==> src/rtl/dvi_out_fmt.sv <==
// DVI output formatter: reduces 8-bit colour to R_W/G_W/B_W by truncation, rounding or
// ordered dither, or replaces it with a colour-bar pattern, with a fixed two-cycle latency.
module dvi_out_fmt #(
  parameter int   R_W      = 5,
  parameter int   G_W      = 6,
  parameter int   B_W      = 5,
  parameter int   BAR_LOG2 = 7,
  parameter logic VS_ACT   = 1'b1
) (
  input  logic           odck_in,
  input  logic           rst,
  input  logic           vsync_in,
  input  logic           hsync_in,
  input  logic           de_in,
  input  logic [7:0]     pixel_r_in,
  input  logic [7:0]     pixel_g_in,
  input  logic [7:0]     pixel_b_in,
  input  logic [1:0]     mode_in,
  output logic           pixel_clk_o,
  output logic           vsync_o,
  output logic           hsync_o,
  output logic           de_o,
  output logic [R_W-1:0] pixel_r_o,
  output logic [G_W-1:0] pixel_g_o,
  output logic [B_W-1:0] pixel_b_o
);

  localparam int R_D = 8 - R_W;
  localparam int G_D = 8 - G_W;
  localparam int B_D = 8 - B_W;

  // Adds the mode-dependent offset, saturates at 255 and drops the d discarded bits.
  function automatic logic [7:0] fmt_ch(input logic [7:0] v, input int d,
                                        input logic [1:0] mode, input logic [1:0] t,
                                        input logic bar_on);
    logic [9:0] add;
    logic [9:0] sum;
    logic [7:0] sat;
    case (mode)
      2'd1:    add = (10'd1 << d) >> 1;
      2'd2:    add = ({8'd0, t} << d) >> 2;
      default: add = 10'd0;
    endcase
    if (mode == 2'd3) begin
      sum = bar_on ? 10'd255 : 10'd0;
    end else begin
      sum = {2'b00, v} + add;
    end
    sat = (sum > 10'd255) ? 8'd255 : sum[7:0];
    return sat >> d;
  endfunction

  logic        r_vs_prev, r_de_prev, r_frame;
  logic [11:0] r_x, r_y;
  logic [1:0]  r_mode;
  logic        r_s1_vs, r_s1_hs, r_s1_de;
  logic [7:0]  r_s1_r, r_s1_g, r_s1_b;
  logic [1:0]  r_s1_mode, r_s1_t;
  logic [2:0]  r_s1_bar;

  logic        w_vs_edge, w_de_fall;
  logic [11:0] w_x;
  logic [1:0]  w_t;

  assign pixel_clk_o = odck_in;
  assign w_vs_edge   = (vsync_in == VS_ACT) && (r_vs_prev != VS_ACT);
  assign w_de_fall   = r_de_prev && !de_in;
  assign w_x         = (de_in && r_de_prev) ? r_x + 12'd1 : 12'd0;

  // 2x2 ordered-dither threshold for the pixel now at the input.
  always_comb begin
    w_t = 2'd0;
    case ({r_y[0], w_x[0] ^ r_frame})
      2'b00:   w_t = 2'd0;
      2'b01:   w_t = 2'd2;
      2'b10:   w_t = 2'd3;
      2'b11:   w_t = 2'd1;
      default: w_t = 2'd0;
    endcase
  end

  // Raster position, frame parity and per-frame mode; a vsync edge beats a de fall for y.
  always_ff @(posedge odck_in) begin
    if (rst) begin
      r_vs_prev <= 1'b0;
      r_de_prev <= ~VS_ACT;
      r_x       <= 12'd0;
      r_y       <= 12'd0;
      r_frame   <= 1'b0;
      r_mode    <= 2'd0;
    end else begin
      r_vs_prev <= vsync_in;
      r_de_prev <= de_in;
      r_x       <= w_x;
      if (w_vs_edge) begin
        r_y     <= 12'd0;
        r_frame <= ~r_frame;
        r_mode  <= mode_in;
      end else if (w_de_fall) begin
        r_y     <= r_y + 12'd1;
      end else begin
        r_y     <= r_y;
      end
    end
  end

  // First pipeline stage: capture the pixel with everything needed to format it.
  always_ff @(posedge odck_in) begin
    if (rst) begin
      r_s1_vs   <= 1'b0;
      r_s1_hs   <= 1'b0;
      r_s1_de   <= 1'b0;
      r_s1_r    <= 8'd0;
      r_s1_g    <= 8'd0;
      r_s1_b    <= 8'd0;
      r_s1_mode <= 2'd0;
      r_s1_t    <= 2'd0;
      r_s1_bar  <= 3'd0;
    end else begin
      r_s1_vs   <= vsync_in;
      r_s1_hs   <= hsync_in;
      r_s1_de   <= de_in;
      r_s1_r    <= pixel_r_in;
      r_s1_g    <= pixel_g_in;
      r_s1_b    <= pixel_b_in;
      r_s1_mode <= r_mode;
      r_s1_t    <= w_t;
      r_s1_bar  <= w_x[BAR_LOG2+2 -: 3];
    end
  end

  // Second stage: formatted colour, blanked outside the active area.
  always_ff @(posedge odck_in) begin
    if (rst) begin
      vsync_o   <= 1'b0;
      hsync_o   <= 1'b0;
      de_o      <= 1'b0;
      pixel_r_o <= {R_W{1'b0}};
      pixel_g_o <= {G_W{1'b0}};
      pixel_b_o <= {B_W{1'b0}};
    end else begin
      vsync_o <= r_s1_vs;
      hsync_o <= r_s1_hs;
      de_o    <= r_s1_de;
      if (r_s1_de) begin
        pixel_r_o <= R_W'(fmt_ch(r_s1_r, R_D, r_s1_mode, r_s1_t, ~r_s1_bar[1]));
        pixel_g_o <= G_W'(fmt_ch(r_s1_g, G_D, r_s1_mode, r_s1_t, ~r_s1_bar[2]));
        pixel_b_o <= B_W'(fmt_ch(r_s1_b, B_D, r_s1_mode, r_s1_t, ~r_s1_bar[0]));
      end else begin
        pixel_r_o <= {R_W{1'b0}};
        pixel_g_o <= {G_W{1'b0}};
        pixel_b_o <= {B_W{1'b0}};
      end
    end
  end

endmodule

==> config.mk <==
export PLATFORM = sky130hd
export DESIGN_NAME = dvi_out_fmt
export DESIGN_NICKNAME = d
export VERILOG_FILES = /design/src/rtl/dvi_out_fmt.sv
export SDC_FILE = /design/constraint.sdc
export NUM_CORES = 1
export LEC_CHECK = 0
export CAP_MARGIN = 20
export CORE_ASPECT_RATIO = 2
export CORE_MARGIN = 2
export CORE_UTILIZATION = 46
export CTS_CLUSTER_DIAMETER = 50
export CTS_CLUSTER_SIZE = 14
export DETAILED_ROUTE_END_ITERATION = 8
export PLACE_DENSITY = 0.72
export SYNTH_ARGS = -nofsm -noshare
export SYNTH_HDL_FRONTEND = slang
export SYNTH_SLANG_ARGS = --single-unit
==> constraint.sdc <==
create_clock -name odck_in -period 2.2 [get_ports odck_in]
set_clock_uncertainty 0.1 [all_clocks]
set_input_delay 0.44 -clock odck_in [delete_from_list [all_inputs] [get_ports odck_in]]
set_output_delay 0.44 -clock odck_in [all_outputs]
set_load 0.05 [all_outputs]
# [Word-level counts from Yosys, hierarchy flattened]
# Index checks and enable logic that the tools add are counted.
[op_classes] addsub=5 mul=0 n_div=0 n_lt_le_gt_ge=3 n_eq_ne=6 shifts=0 mux=23 bitwise=5 reduce_logical=8
[op_table] op="2-to-1 mux 10 bit" n=14
[op_table] op="2-to-1 mux 8 bit" n=6
[op_table] op="adder 8 x 10 -> 10 bit" n=3
[op_table] op="> comparator 10 x 8 -> 1 bit, second input constant" n=3
[op_table] op="adder 12 x 1 -> 12 bit, second input constant" n=2
[op_table] op="equality test 2 bit, second input constant" n=4
[op_table] op="one-hot mux 2 bit (4 select lines)" n=1
[op_table] op="one-hot mux 3 bit (2 select lines)" n=1
[op_table] op="OR reduction 2 bit" n=3
[op_table] op="equality test 2 x 1 -> 1 bit, second input constant" n=2
[op_table] op="NOT 1 bit" n=4
[op_table] op="one-hot mux 2 bit (2 select lines)" n=1
[op_table] op="logical AND 1 bit" n=3
[op_table] op="zero test 2 bit" n=1
[op_table] op="zero test 1 bit" n=1
[op_table] op="bitwise XOR 1 bit" n=1
[totals] reg_bits=80 latchBits=0 ram_bits=0 rom_bits=0 input_bits=31 output_inout_bits=20 word_cells=70 mem_count=0

# [Logic depth before layout (Yosys ltp)]
[depth] ltp_word=10 depth_mapped=10 ltp_nobuf=10

==> results by group <==
Drt
  – Final ANT Viol Nets: 0
  – Wire per inst: 12.56 um
  – First-pass iteration count of the detailed router: 4
  – DR DRC count: 0
  – Vias per inst: 5.246
  – Initial DRC count: 50
  – Final wirelength: 5063 um
  – Vias: roughly 2100

STA
  – # setup viols final: 0
  – Max Clk Rate: 474.7 MHz
  – Tightest Pin Transition: ~0.54 ns
  – Period minus WS final: 2.107 ns
  – Period utilisation layout: 95.75%
  – Final hold vios: 0
  – Slew headroom: about 64%
  – Unrepaired setup endpoints after global routing: false
  – Slew Viols, Final: 0

Power
  – Switching Fraction: 26.35%
  – VDD IR max: 0.001333 V
  – Pwr dens: 735.2 nW/um^2
  – Seq pwr share: 47.3%
  – P_int: 0.001860 W
  – Total chip power: 0.002526 W
  – Static leakage: 1.284 nW
  – Net Switching: 0.0006657 W
  – Clock network power share: between 40% and 50%
  – Combinational Power Share: under 10%

Yosys
  – Post-Syn Nets: 323
  – Sequential share of the synthesized area: between 40% and 50%
  – Area leader, netlist: dfxtp_1
  – Yosys warning count: 0
  – Main area contributors after synthesis: dfxtp_1 (48%), nor2b_1 (8.4%), ha_1 (6.2%), xnor2_1 (4.4%), nor2_1 (2.4%)
  – Yosys top cell area share: 47.65%
  – Synthesized cell area: 2605 um^2
  – Post-Synthesis Cells: 279
  – Top FF cell, synth: dfxtp_1
  – Async SR Flop Fraction: 0%
  – FF+latch count, synth: 62
  – Avg Cell Area, Syn: 9.337 um^2
  – Synth cell types: 42
  – Post-synth EDFFs: 0

Global route
  – Total gr overflow: 0
  – Vias in the first global route: 2093
  – Met3 Use GR: roughly 7.5%
  – Global-route wire length before repair: 8618 um
  – GRT Total Usage: 18.09%
  – Largest net degree at the start of global routing: 36
  – Busiest grt layer: met2
  – Initial antenna violation count: 0
  – Met1 Use GR: between 15 and 20%
  – Met2 Use GR: 31.34%

Clock network
  – Resized Gates After CTS: 3
  – Number of post-CTS setup repair buffers: 0
  – CTS tree: yes
  – CTS clk-pin slew, worst paths: around 0.070 ns
  – Clk_lat worst skew: 0.45 ns
  – # hold bufs at CTS: 0

Outcome
  – Outcome: finished, final reports clean

Hold path
  – Hold Path Sink: hsync_o
  – Worst hold path type: flip-flop to flip-flop
  – Worst Hold Depth: 1
  – Worst Hold Launch: r_s1_hs

Worst setup path
  – Startpoint Class: flip-flop
  – Worst flop-to-flop path startpoint: r_s1_mode[0]
  – CP Buf/Inv Count: 1
  – Worst r2r dst: pixel_g_o[3]
  – Reg2Reg Depth: 8
  – CP Class: flip-flop to output port
  – Worst setup EP type: output port
  – R2R Setup Slk: about 0.15 ns
  – CP top delay family: buffers and inverters
  – Crit Path Max Fanout: 1
  – Slowest CP cell: clkdlybuf4s50_1
  – CP arrival: roughly 1.6 ns
  – Req. time, crit path: 1.66 ns
  – CP cell instances: clkdlybuf4s50_1
  – CP max stage delay: 0.80 ns

Floorplan
  – Die area: 6317 um^2
  – Area of the core: 5468 um^2
  – Die W: 57.21 um
  – I/O pins: 51
  – Die Y: 110.4 um
  – Cell Rows: 38
  – Starting Density: a little under half

Placed design
  – Placed insts: 384
  – GP Congestion: 0.8024
  – DP Wirelength: 3722 um
  – IO Port Bufs: 48

Finish
  – Net count, final: approximately 380
  – Antenna cells: 0
  – Fill count: 461
  – Share of layout cells above drive strength 1: approximately an eighth
  – Non-filler instance count after layout: 403
  – Area Overhead vs Synth: 31.89%

Flow run
  – Max_cap viols: 0
## Yosys cell counts (all sizes together) (2+ instances only)
| master | n |
|---|---|
| a31oi | 10 |
| nor3b | 3 |
| dfxtp | 62 |
| nor3 | 7 |
| xnor2 | 13 |
| o31ai | 2 |
| o21ai | 11 |
| nand3 | 12 |
| a211oi | 3 |
| nand4 | 4 |
| nor2b | 35 |
| a211o | 2 |
| a311oi | 4 |
| ha | 13 |
| a21oi | 10 |
| or3 | 6 |
| and4 | 2 |
| xor2 | 5 |
| inv | 14 |
| clkbuf | 6 |
| or2 | 3 |
| mux2i | 2 |
| and3 | 4 |
| buf | 3 |
| nor2 | 17 |
| nand2 | 14 |
## registers in the layout (all words and copies together) (netlist names), 2 cells and up
register / flops
r_x: 10
r_s1_g: 8
r_s1_b: 7
r_s1_r: 7
pixel_g_o: 6
pixel_b_o: 5
pixel_r_o: 5
r_mode: 2
r_s1_mode: 2
r_s1_t: 2
## cell type report
type | instances | area [um^2] | share of cell area [%]
clock buffer | 14 | 192.7 | 5.608
tap | 60 | 75.07 | 2.185
timing repair buffer | 53 | 515.5 | 15.00
multi-input combinational | 194 | 1321 | 38.46
clock inverter | 6 | 37.54 | 1.092
sequential | 62 | 1241 | 36.13
inverter | 14 | 52.55 | 1.529
## worst max-delay path by stage
| stage | depth (start not counted) | endpoint | start | slack (ns) |
|---|---|---|---|---|
| after floorplan | 9 | pixel_g_o[1] | r_s1_mode[0] | 0.03 |
| after global placement | 1 | pixel_clk_o | odck_in | -0.11 |
| after detailed placement | 1 | pixel_clk_o | odck_in | -0.11 |
| after CTS | 10 | pixel_g_o[4] | r_s1_mode[0] | 0.00007 |
| after global routing | 9 | pixel_g_o[2] | r_s1_mode[1] | 0.04 |
| final | 1 | vsync_o | vsync_o | 0.09 |
## logic make-up (layout without fill, tap and decap cells)
family                     after synthesis  in the layout  synth area share, %
AOI/OAI and AO/OA                       49             49                12.25
xor gates and xnor gates                18             18                6.052
adders and majority gates               13             13                6.244
buffers and inverters                   23             87                3.506
DFF                                     62             62                47.65
muxes                                    2              2               0.7685
and+or+nand+nor                        112            112                23.54
## layout by cell type (no fill, tap or decap), types with 5 or more instances in the layout
cell type,count
o21ai_0,11
nor3_1,7
a21oi_1,9
or3_1,5
clkdlybuf4s50_1,47
nor2_1,16
nand2_1,14
nor2b_1,35
nand3_1,12
dfxtp_1,62
xnor2_1,13
buf_4,6
inv_1,14
ha_1,10
clkbuf_8,14
a31oi_1,8
## routing by layer
metal,wire [um],up-vias
li1,-,1075
met2,2777,61
met1,1863,965
met5,0,-
met4,175,0
met3,247,13
## power by group through the flow
stage               clock (W)  combinational [W]  sequential, W
global route          0.00120           0.000227        0.00120
finish                0.00112           0.000206        0.00120
global placement     0.000105           0.000198        0.00122
CTS                   0.00114           0.000204        0.00119
floorplan           0.0000980          0.0000936        0.00124
detailed placement   0.000105           0.000203        0.00122
## through the flow
step           TNS [ns]  utilization [%]  area [um^2]  hold WS [ns]  setup WS, ns
2_1_floorplan         0                -         2605        0.3138       0.02704
3_3_place_gp    -0.1121            57.92         3167        0.3206       -0.1121
3_5_place_dp    -0.4754            57.92         3167        0.3340       -0.1121
4_1_cts               0            61.99         3390        0.3510    0.00006706
5_1_grt               0            62.84         3436        0.3602       0.04124
6_report              0            62.84         3436        0.3478       0.09339
Power figures use the tool's default switching activity.
